--- src/rtl/fpu_op_sequencer.sv ---
// Sequences FPU operations: a 2-entry request FIFO feeds an issue/wait/response FSM
// that ignores a stale finish level for MIN_WAIT cycles and abandons an op after TIMEOUT.
module fpu_op_sequencer #(
  parameter int unsigned MIN_WAIT = 2,
  parameter int unsigned TIMEOUT  = 255
) (
  input  logic        clk,
  input  logic        rst_n,
  input  logic        req_valid,
  output logic        req_ready,
  input  logic [1:0]  req_op,
  input  logic [31:0] req_a,
  input  logic [31:0] req_b,
  output logic [1:0]  fpu_funct,
  output logic [31:0] fpu_a,
  output logic [31:0] fpu_b,
  input  logic [31:0] fpu_o,
  input  logic        fpu_finish,
  output logic        res_valid,
  input  logic        res_ready,
  output logic [31:0] res_data,
  output logic [1:0]  res_op,
  output logic        res_err,
  output logic        busy
);

  typedef enum logic [1:0] {S_IDLE, S_ISSUE, S_WAIT, S_RESP} state_t;

  localparam logic [7:0]  MIN_WAIT_C = 8'(MIN_WAIT);
  localparam logic [7:0]  TIMEOUT_C  = 8'(TIMEOUT);
  localparam logic [31:0] QNAN_C     = 32'h7FC0_0000;

  state_t      r_state;
  state_t      w_state_nxt;
  logic [65:0] r_mem [2];
  logic        r_wr_ptr;
  logic        r_rd_ptr;
  logic [1:0]  r_count;
  logic        r_rdy_en;
  logic [7:0]  r_cnt;
  logic [1:0]  r_op;
  logic [31:0] r_a;
  logic [31:0] r_b;
  logic [31:0] r_res_data;
  logic [1:0]  r_res_op;
  logic        r_res_err;
  logic        w_push;
  logic        w_pop;
  logic        w_capture;
  logic        w_timeout;
  logic        w_finish;

  assign req_ready = r_rdy_en & (r_count != 2'd2);
  assign w_push    = req_valid & req_ready;
  assign w_finish  = fpu_finish & (r_cnt >= MIN_WAIT_C);

  // NOTE: FIFO storage is not reset; r_count alone decides which entries are live.
  always_ff @(posedge clk) begin
    if (w_push) r_mem[r_wr_ptr] <= {req_op, req_a, req_b};
  end

  // NOTE: sequential state uses <= so every flop samples the pre-edge values.
  always_ff @(posedge clk or negedge rst_n) begin
    if (!rst_n) begin
      r_wr_ptr <= 1'b0;
      r_rd_ptr <= 1'b0;
      r_count  <= 2'd0;
      r_rdy_en <= 1'b0;
    end else begin
      r_rdy_en <= 1'b1;
      if (w_push) r_wr_ptr <= ~r_wr_ptr;
      if (w_pop)  r_rd_ptr <= ~r_rd_ptr;
      case ({w_push, w_pop})
        2'b10:   r_count <= r_count + 2'd1;
        2'b01:   r_count <= r_count - 2'd1;
        default: r_count <= r_count;
      endcase
    end
  end

  always_ff @(posedge clk or negedge rst_n) begin
    if (!rst_n) r_state <= S_IDLE;
    else        r_state <= w_state_nxt;
  end

  // NOTE: every comb output gets a default first so no path can infer a latch.
  always_comb begin
    w_state_nxt = r_state;
    w_pop       = 1'b0;
    w_capture   = 1'b0;
    w_timeout   = 1'b0;
    case (r_state)
      S_IDLE: begin
        if (r_count != 2'd0) begin
          w_pop       = 1'b1;
          w_state_nxt = S_ISSUE;
        end
      end
      S_ISSUE: w_state_nxt = S_WAIT;
      S_WAIT: begin
        if (w_finish) begin
          w_capture   = 1'b1;
          w_state_nxt = S_RESP;
        end else if (r_cnt == TIMEOUT_C) begin
          w_timeout   = 1'b1;
          w_state_nxt = S_RESP;
        end
      end
      S_RESP: begin
        if (res_ready) w_state_nxt = S_IDLE;
      end
      default: w_state_nxt = S_IDLE;
    endcase
  end

  // Operand registers load only on a pop, so they hold from ISSUE through RESP.
  always_ff @(posedge clk or negedge rst_n) begin
    if (!rst_n) begin
      r_cnt      <= 8'd0;
      r_op       <= 2'd0;
      r_a        <= 32'd0;
      r_b        <= 32'd0;
      r_res_data <= 32'd0;
      r_res_op   <= 2'd0;
      r_res_err  <= 1'b0;
    end else begin
      if (w_pop) {r_op, r_a, r_b} <= r_mem[r_rd_ptr];
      if (r_state == S_ISSUE)     r_cnt <= 8'd0;
      else if (r_state == S_WAIT) r_cnt <= r_cnt + 8'd1;
      if (w_capture) begin
        r_res_data <= fpu_o;
        r_res_op   <= r_op;
        r_res_err  <= 1'b0;
      end else if (w_timeout) begin
        r_res_data <= QNAN_C;
        r_res_op   <= r_op;
        r_res_err  <= 1'b1;
      end
    end
  end

  assign fpu_funct = r_op;
  assign fpu_a     = r_a;
  assign fpu_b     = r_b;
  assign res_valid = (r_state == S_RESP);
  assign res_data  = r_res_data;
  assign res_op    = r_res_op;
  assign res_err   = r_res_err;
  assign busy      = (r_state != S_IDLE) | (r_count != 2'd0);

endmodule

--- config.mk ---
export PLATFORM = sky130hd
export DESIGN_NAME = fpu_op_sequencer
export DESIGN_NICKNAME = d
export VERILOG_FILES = /design/src/rtl/fpu_op_sequencer.sv
export SDC_FILE = /design/constraint.sdc
export NUM_CORES = 1
export LEC_CHECK = 0
export ABC_AREA = 1
export CAP_MARGIN = 10
export CORE_MARGIN = 10
export CORE_UTILIZATION = 45
export DETAILED_ROUTE_END_ITERATION = 8
export PLACE_DENSITY = 0.75
export RECOVER_POWER = 25
export SLEW_MARGIN = 10
export SYNTH_ARGS = -nofsm -noshare
export SYNTH_HDL_FRONTEND = slang
export SYNTH_SLANG_ARGS = --single-unit
--- constraint.sdc ---
create_clock -name clk -period 3.88 [get_ports clk]
set_input_delay 0.776 -clock clk [delete_from_list [all_inputs] [get_ports clk]]
set_output_delay 0.776 -clock clk [all_outputs]
set_load 0.01 [all_outputs]
Yosys cells after proc, flatten, opt, wreduce, memory -nomap -nowiden:

Memories as Yosys holds them, arrays and structs flattened. A register that Yosys moved wholly into a read port is not among the register bits.
Cells that the tools add are included.

* bits in writable memories: 132
* register bits: 50
* memories: 1

* bitwise logic cells: 6
* mux-type cells: 23
* $add $sub $neg: 3
* equality and inequality tests: 10
* magnitude comparators: 1
* reduce and logical (&&, ||, !) cells: 8

Memory list
* r_mem: words 2, width 66, rd ports 1, clocked after Yosys merged registers in 1, write ports 1, line 35 `logic [65:0] r_mem [2];`

Operator list (number)
* 32-bit two-way mux: 2
* 8-bit two-way mux: 2
* 2-bit two-way mux: 6
* 1-bit two-way mux: 11
* 2-bit nonzero test: 5
* 8-bit by 1-bit adder with 8-bit output (second input constant): 1
* 8-bit equality test (second input constant): 1
* 8-bit by 2-bit greater-or-equal comparator with 1-bit output (second input constant): 1
* 2-bit one-hot mux with 4 select lines: 1
* 2-bit equality test (second input constant): 3
* 2-bit by 1-bit equality test with 1-bit output (second input constant): 2
* 2-bit inequality test (second input constant): 2
* 2-bit one-hot mux with 2 select lines: 1
* 1-bit AND: 3
* 3-bit inequality test (second input constant): 1
* 3-bit AND reduction: 1
* 2-bit by 1-bit adder with 2-bit output (second input constant): 1
* 2-bit zero test: 1
* 2-bit by 1-bit inequality test with 1-bit output (second input constant): 1
* 1-bit inverter: 2
* 2-bit by 1-bit subtractor with 2-bit output (second input constant): 1
* 1-bit zero test: 1
* 1-bit OR: 1

Depth between registers and ports, before layout:

* word-level depth: 6
* gate-level depth with buffers: 10
* mapped depth without buffers: 9

Worst setup path after synthesis:

OpenSTA, ideal clock, no wires.

* kind: register to register
* start: register r_count[0]
* end: memory r_mem[0][0], enable pin
* required time: 3.389 ns
* setup slack: -0.414 ns
* buffers on the path: 0
* arrival: 3.804 ns
* stages on the path, launching flop included: 5
* cell sequence: dfrtp_1 > inv_2 > a21boi_0 > nand2_1 > nor2_1

* cells in the longest elaborated chain, start to end: 5

Ends and longest elaborated chain
* from (decl): line 38 `logic [1:0] r_count;`
* from (signal assigned): line 74 `2'b10: r_count <= r_count + 2'd1;`
* from (signal assigned): line 75 `2'b01: r_count <= r_count - 2'd1;`
* from (signal assigned): line 76 `default: r_count <= r_count;`
* 2-bit inequality test: line 53 `assign req_ready = r_rdy_en & (r_count != 2'd2);`
* 1-bit AND: line 53
* named net req_ready: line 10 `output logic req_ready,`
* 1-bit AND: line 54 `assign w_push = req_valid & req_ready;`
* 1-bit two-way mux: line 59 `if (w_push) r_mem[r_wr_ptr] <= {req_op, req_a, req_b};`
* 1-bit two-way mux (implied by the code): line 59
* to (decl): line 35

The timed path passes the listed nets, and every way through them passes these cells.

Worst setup path in the final report:

* start: register r_state[0]
* end: output busy

* cells in the longest elaborated chain, start to end: 2

Ends and longest elaborated chain
* from (decl): line 33 `state_t r_state;`
* from (signal assigned): line 83 `else r_state <= w_state_nxt;`
* 2-bit nonzero test: line 149 `assign busy = (r_state != S_IDLE) | (r_count != 2'd0);`
* 1-bit OR: line 149
* to (decl): line 24 `output logic busy`

No other way between the ends.

==> reports/metrics.json <==
{
  "overall_power_consumption": {"value": 9.84, "unit": "mW"},
  "setup_violations": {"value": 0},
  "power.density": {"value": 797, "unit": "mW/mm2"},
  "timing.critical_path.to_type": {"value": "primary output"},
  "synth_flop_cell": {"value": "edfxtp_1"},
  "die_width": {"value": 163, "unit": "um"},
  "timing.final.crit_share": {"value": 75.2, "unit": "%"},
  "end_point_of_the_worst_hold_path": {"value": "res_data[11]"},
  "boundaryPins": {"value": 207},
  "postCtsHoldBufs": {"value": 0},
  "syn-mean-instance-area": {"value": 12.1, "unit": "um2"},
  "worstPathRequired": {"value": 3.10, "unit": "ns"},
  "maxSlewViolCount": {"value": 71},
  "kind_of_cell_with_the_highest_combined_delay_on_the_critical_path": {"value": "buffers and inverters"},
  "synth.net_count": {"value": 870},
  "seqCellArea": {"value": 0.00687, "unit": "mm2"},
  "grt_first_pass_wirelength": {"value": 33.1, "unit": "mm"},
  "critical_path.reg2reg.startpoint": {"value": "r_state[0]"},
  "wl": {"value": 21.1, "unit": "mm"},
  "start_util": {"value": 45.6, "unit": "%"},
  "reg2reg_to": {"value": "r_count[1]"},
  "clk_pin_slew": {"value": 0.06, "unit": "ns"},
  "ctsResizeCount": {"value": 0},
  "root_buffer": {"value": "clkbuf_16"},
  "synth-seq-area-share": {"value": 74.4, "unit": "%"},
  "crit_buf_inv": {"value": 4},
  "cp-start-kind": {"value": "flop"},
  "number_of_buffers_on_the_longest_clock_path": {"value": 3},
  "violations": {"value": "max-capacitance violations, max-slew violations"},
  "holdCritStartpoint": {"value": "res_data[11]"},
  "dpl.hpwl": {"value": 13.7, "unit": "mm"},
  "cts_tree": {"value": "yes"},
  "synth_seq_cells": {"value": 248},
  "worst-path-max-fanout": {"value": 4},
  "floorplan.die.height": {"value": 163, "unit": "um"},
  "syn2layout_area_growth": {"value": 33.7, "unit": "%"},
  "rsz_0062_raised_after_global_routing": {"value": "false"},
  "yosys_warnings": {"value": 0},
  "setup.reg_to_reg.worst_slack": {"value": 1.67, "unit": "ns"},
  "ff2ff_path_depth": {"value": 9},
  "tritoncts.num_buffers": {"value": 26},
  "maximum_single_stage_delay_on_the_critical_path": {"value": 0.49, "unit": "ns"},
  "place.gp.congestion": {"value": 0.809},
  "final_antenna_net_count": {"value": 0},
  "post_synth_num_cell_types": {"value": 31},
  "grt_start_max_net_pins": {"value": 135},
  "hold_depth": {"value": 2},
  "grt-ovfl-total": {"value": 0},
  "multi_input_comb_area": {"value": 0.00210, "unit": "mm2"},
  "detailedRoute.firstIterationViolations": {"value": 412},
  "layout.nets": {"value": 1074},
  "drc_errors": {"value": 0},
  "fin_cells": {"value": 1258},
  "synth_edf_count": {"value": 132},
  "period_needed": {"value": 2.92, "unit": "ns"},
  "slew-limit-headroom": {"value": -22.8, "unit": "%"},
  "mappedNetlistArea": {"value": 0.00923, "unit": "mm2"},
  "number_of_violations_of_the_max_capacitance_limit": {"value": 1},
  "ir_drop": {"value": 0.000509, "unit": "V"},
  "list_of_cells_traversed_by_the_critical_path": {"value": "inv_1 > ha_1 > inv_1 > nor3_1 > inv_1 > clkdlybuf4s50_1"},
  "cp.arrival": {"value": 2.14, "unit": "ns"},
  "worstSkewPairLatency": {"value": 0.52, "unit": "ns"},
  "timing_worst_slew_pin_value": {"value": 1.84, "unit": "ns"},
  "fmaxAchievable": {"value": 0.343, "unit": "GHz"},
  "cpMaxStageDelayCell": {"value": "clkdlybuf4s50_1"},
  "fillerInstances": {"value": 1561},
  "timing.critical_path.mode_cell": {"value": "inv_1"},
  "cts_setup_buffers": {"value": 0},
  "finalHoldViolations": {"value": 0},
  "total_core_area": {"value": 0.0202, "unit": "mm2"},
  "dr_vias_cell": {"value": 4.91},
  "gr-usage-all-layers": {"value": 15.4, "unit": "%"},
  "first_global_vias": {"value": 6237},
  "routedWlPerCell": {"value": 16.8, "unit": "um"},
  "place_inst": {"value": 1206},
  "drive_gt1_share": {"value": 5.89, "unit": "%"},
  "cts_max_level": {"value": 1},
  "grt_antenna_before_repair": {"value": 5},
  "critPathKind": {"value": "reg2out"},
  "synth_async_sr_flop_share": {"value": 46.8, "unit": "%"},
  "syn_inst": {"value": 760},
  "outcome": {"value": "complete, but fails checks"},
  "finalClockSkew": {"value": 0.0103, "unit": "ns"},
  "detailedRoute.firstPassIterationCount": {"value": 6},
  "floorplan.rows": {"value": 52},
  "worst_hold_path_class": {"value": "reg2reg"},
  "placement.io_buffers": {"value": 206},
  "design.die.area": {"value": 0.0266, "unit": "mm2"},
  "static-leakage-power": {"value": 4.92, "unit": "nW"},
  "vias": {"value": 6178},
  "cts_sinks": {"value": 248}
}
[sequential cells by signal, indices dropped and copies added (netlist names)]
register / count
r_rd_ptr: 1
fpu_b: 32
res_err: 1
r_wr_ptr: 1
res_op: 2
res_data: 32
r_cnt: 8
r_count: 2
fpu_funct: 2
r_mem: 132
fpu_a: 32
r_rdy_en: 1
r_state: 2
[synthesized netlist by cell type (2+ instances only)]
cell type / n / area share (%)
ha_1: 7 / 0.95
nor3_1: 5 / 0.27
nand2_1: 246 / 10
o21ai_0: 7 / 0.38
a31oi_1: 66 / 4.5
buf_2: 15 / 0.81
inv_2: 2 / 0.081
xor2_1: 3 / 0.28
edfxtp_1: 132 / 43
a21boi_0: 2 / 0.16
nand3_1: 13 / 0.70
buf_4: 3 / 0.24
inv_1: 18 / 0.73
nand3b_1: 9 / 0.73
a21oi_1: 5 / 0.27
nor2_1: 81 / 3.3
dfrtp_1: 116 / 31
clkbuf_1: 12 / 0.49
nand2_2: 2 / 0.14
buf_6: 5 / 0.61
[layer usage]
layer | wire [um] | vias to the layer above | track usage [%]
li1 | - | 2999 | -
met5 | 7 | - | 0
met2 | 10300 | 219 | 25.7
met4 | 523 | 2 | 4.59
met1 | 8520 | 2918 | 19.0
met3 | 1820 | 40 | 4.66
[cells in the final DEF (no fill, tap or decap), types with 2 or more instances in the layout]
cell type        synthesis  final
a31oi_1                 66     66
clkbuf_8                 0      3
dlygate4sd3_1            0     66
a21boi_0                 2      2
a21oi_1                  5      5
buf_4                    3      4
clkbuf_1                12      8
clkbuf_16                0     26
nor3_1                   5      5
dfrtp_1                116    115
o21ai_0                  7      7
clkinv_1                 0      3
diode_2                  0      4
buf_12                   0      3
inv_2                    2      3
nand2_2                  2      2
nand3_1                 13     13
nor2_1                  81     79
clkdlybuf4s50_1          0    139
clkinv_2                 0      6
inv_1                   18     17
xor2_1                   3      3
nor2_4                   0      2
edfxtp_1               132    132
ha_1                     7      7
nand3b_1                 9      9
nand2_1                246    246
[through the flow]
step | worst slack [ns] | util, % | cell area [um2] | TNS, ns | hold slack (ns)
2_1_floorplan | -0.414 | - | 9230 | -54.69 | 0.480
3_3_place_gp | 1.48 | 57.0 | 11500 | 0 | 0.455
3_5_place_dp | 1.42 | 57.0 | 11500 | 0 | 0.459
4_1_cts | 0.932 | 61.0 | 12300 | 0 | 0.437
5_1_grt | 0.810 | 61.0 | 12300 | 0 | 0.488
6_report | 0.963 | 61.0 | 12300 | 0 | 0.474
[worst max-delay path by stage]
stage,start,slack [ns],cells after the start,end
floorplan,r_count[0],-0.41,4,r_mem[0][0]
global route,r_state[0],0.81,6,busy
detailed placement,fpu_finish,1.42,5,res_data[1]
finish,r_state[0],0.96,6,busy
global placement,fpu_finish,1.48,5,res_data[19]
CTS,r_state[0],0.93,6,busy
[layout make-up]
class,count,share of cell area [%]
Clock inverter,11,0.709
Clock buffer,37,5.85
Inverter,20,0.608
Antenna cell,4,0.0811
Sequential cell,248,55.6
Timing Repair Buffer,213,17.4
Multi-Input combinational cell,455,17.0
Tap cell,270,2.74
[cell families (layout without fill, tap and decap cells)]
kind of cell / after synthesis / in the layout / synth area share [%]
fa+ha+maj: 7 / 7 / 0.948
xor+xnor: 4 / 4 / 0.379
buf+inv: 57 / 281 / 3.06
flops: 248 / 248 / 74.4
compound gates: 83 / 83 / 5.60
simple gates: 360 / 360 / 15.6
other cells: 1 / 5 / 0.0406
[worst min-delay path, cell delays in order, from the launching register on]
cell and delay [ns]:
dfrtp_1 0.34, nand2_1 0.05, nand2_1 0.05
[where the power goes]
group | switching, mW | total (mW) | internal [mW] | leakage (nW)
Sequential | 0.428 | 4.01 | 3.58 | 2.56
Clock | 0.967 | 2.33 | 1.36 | 0.401
Combinational | 1.90 | 3.51 | 1.61 | 1.95
Total | 3.30 | 9.84 | 6.55 | 4.92
Note: power is estimated with default switching activity, not from simulation.
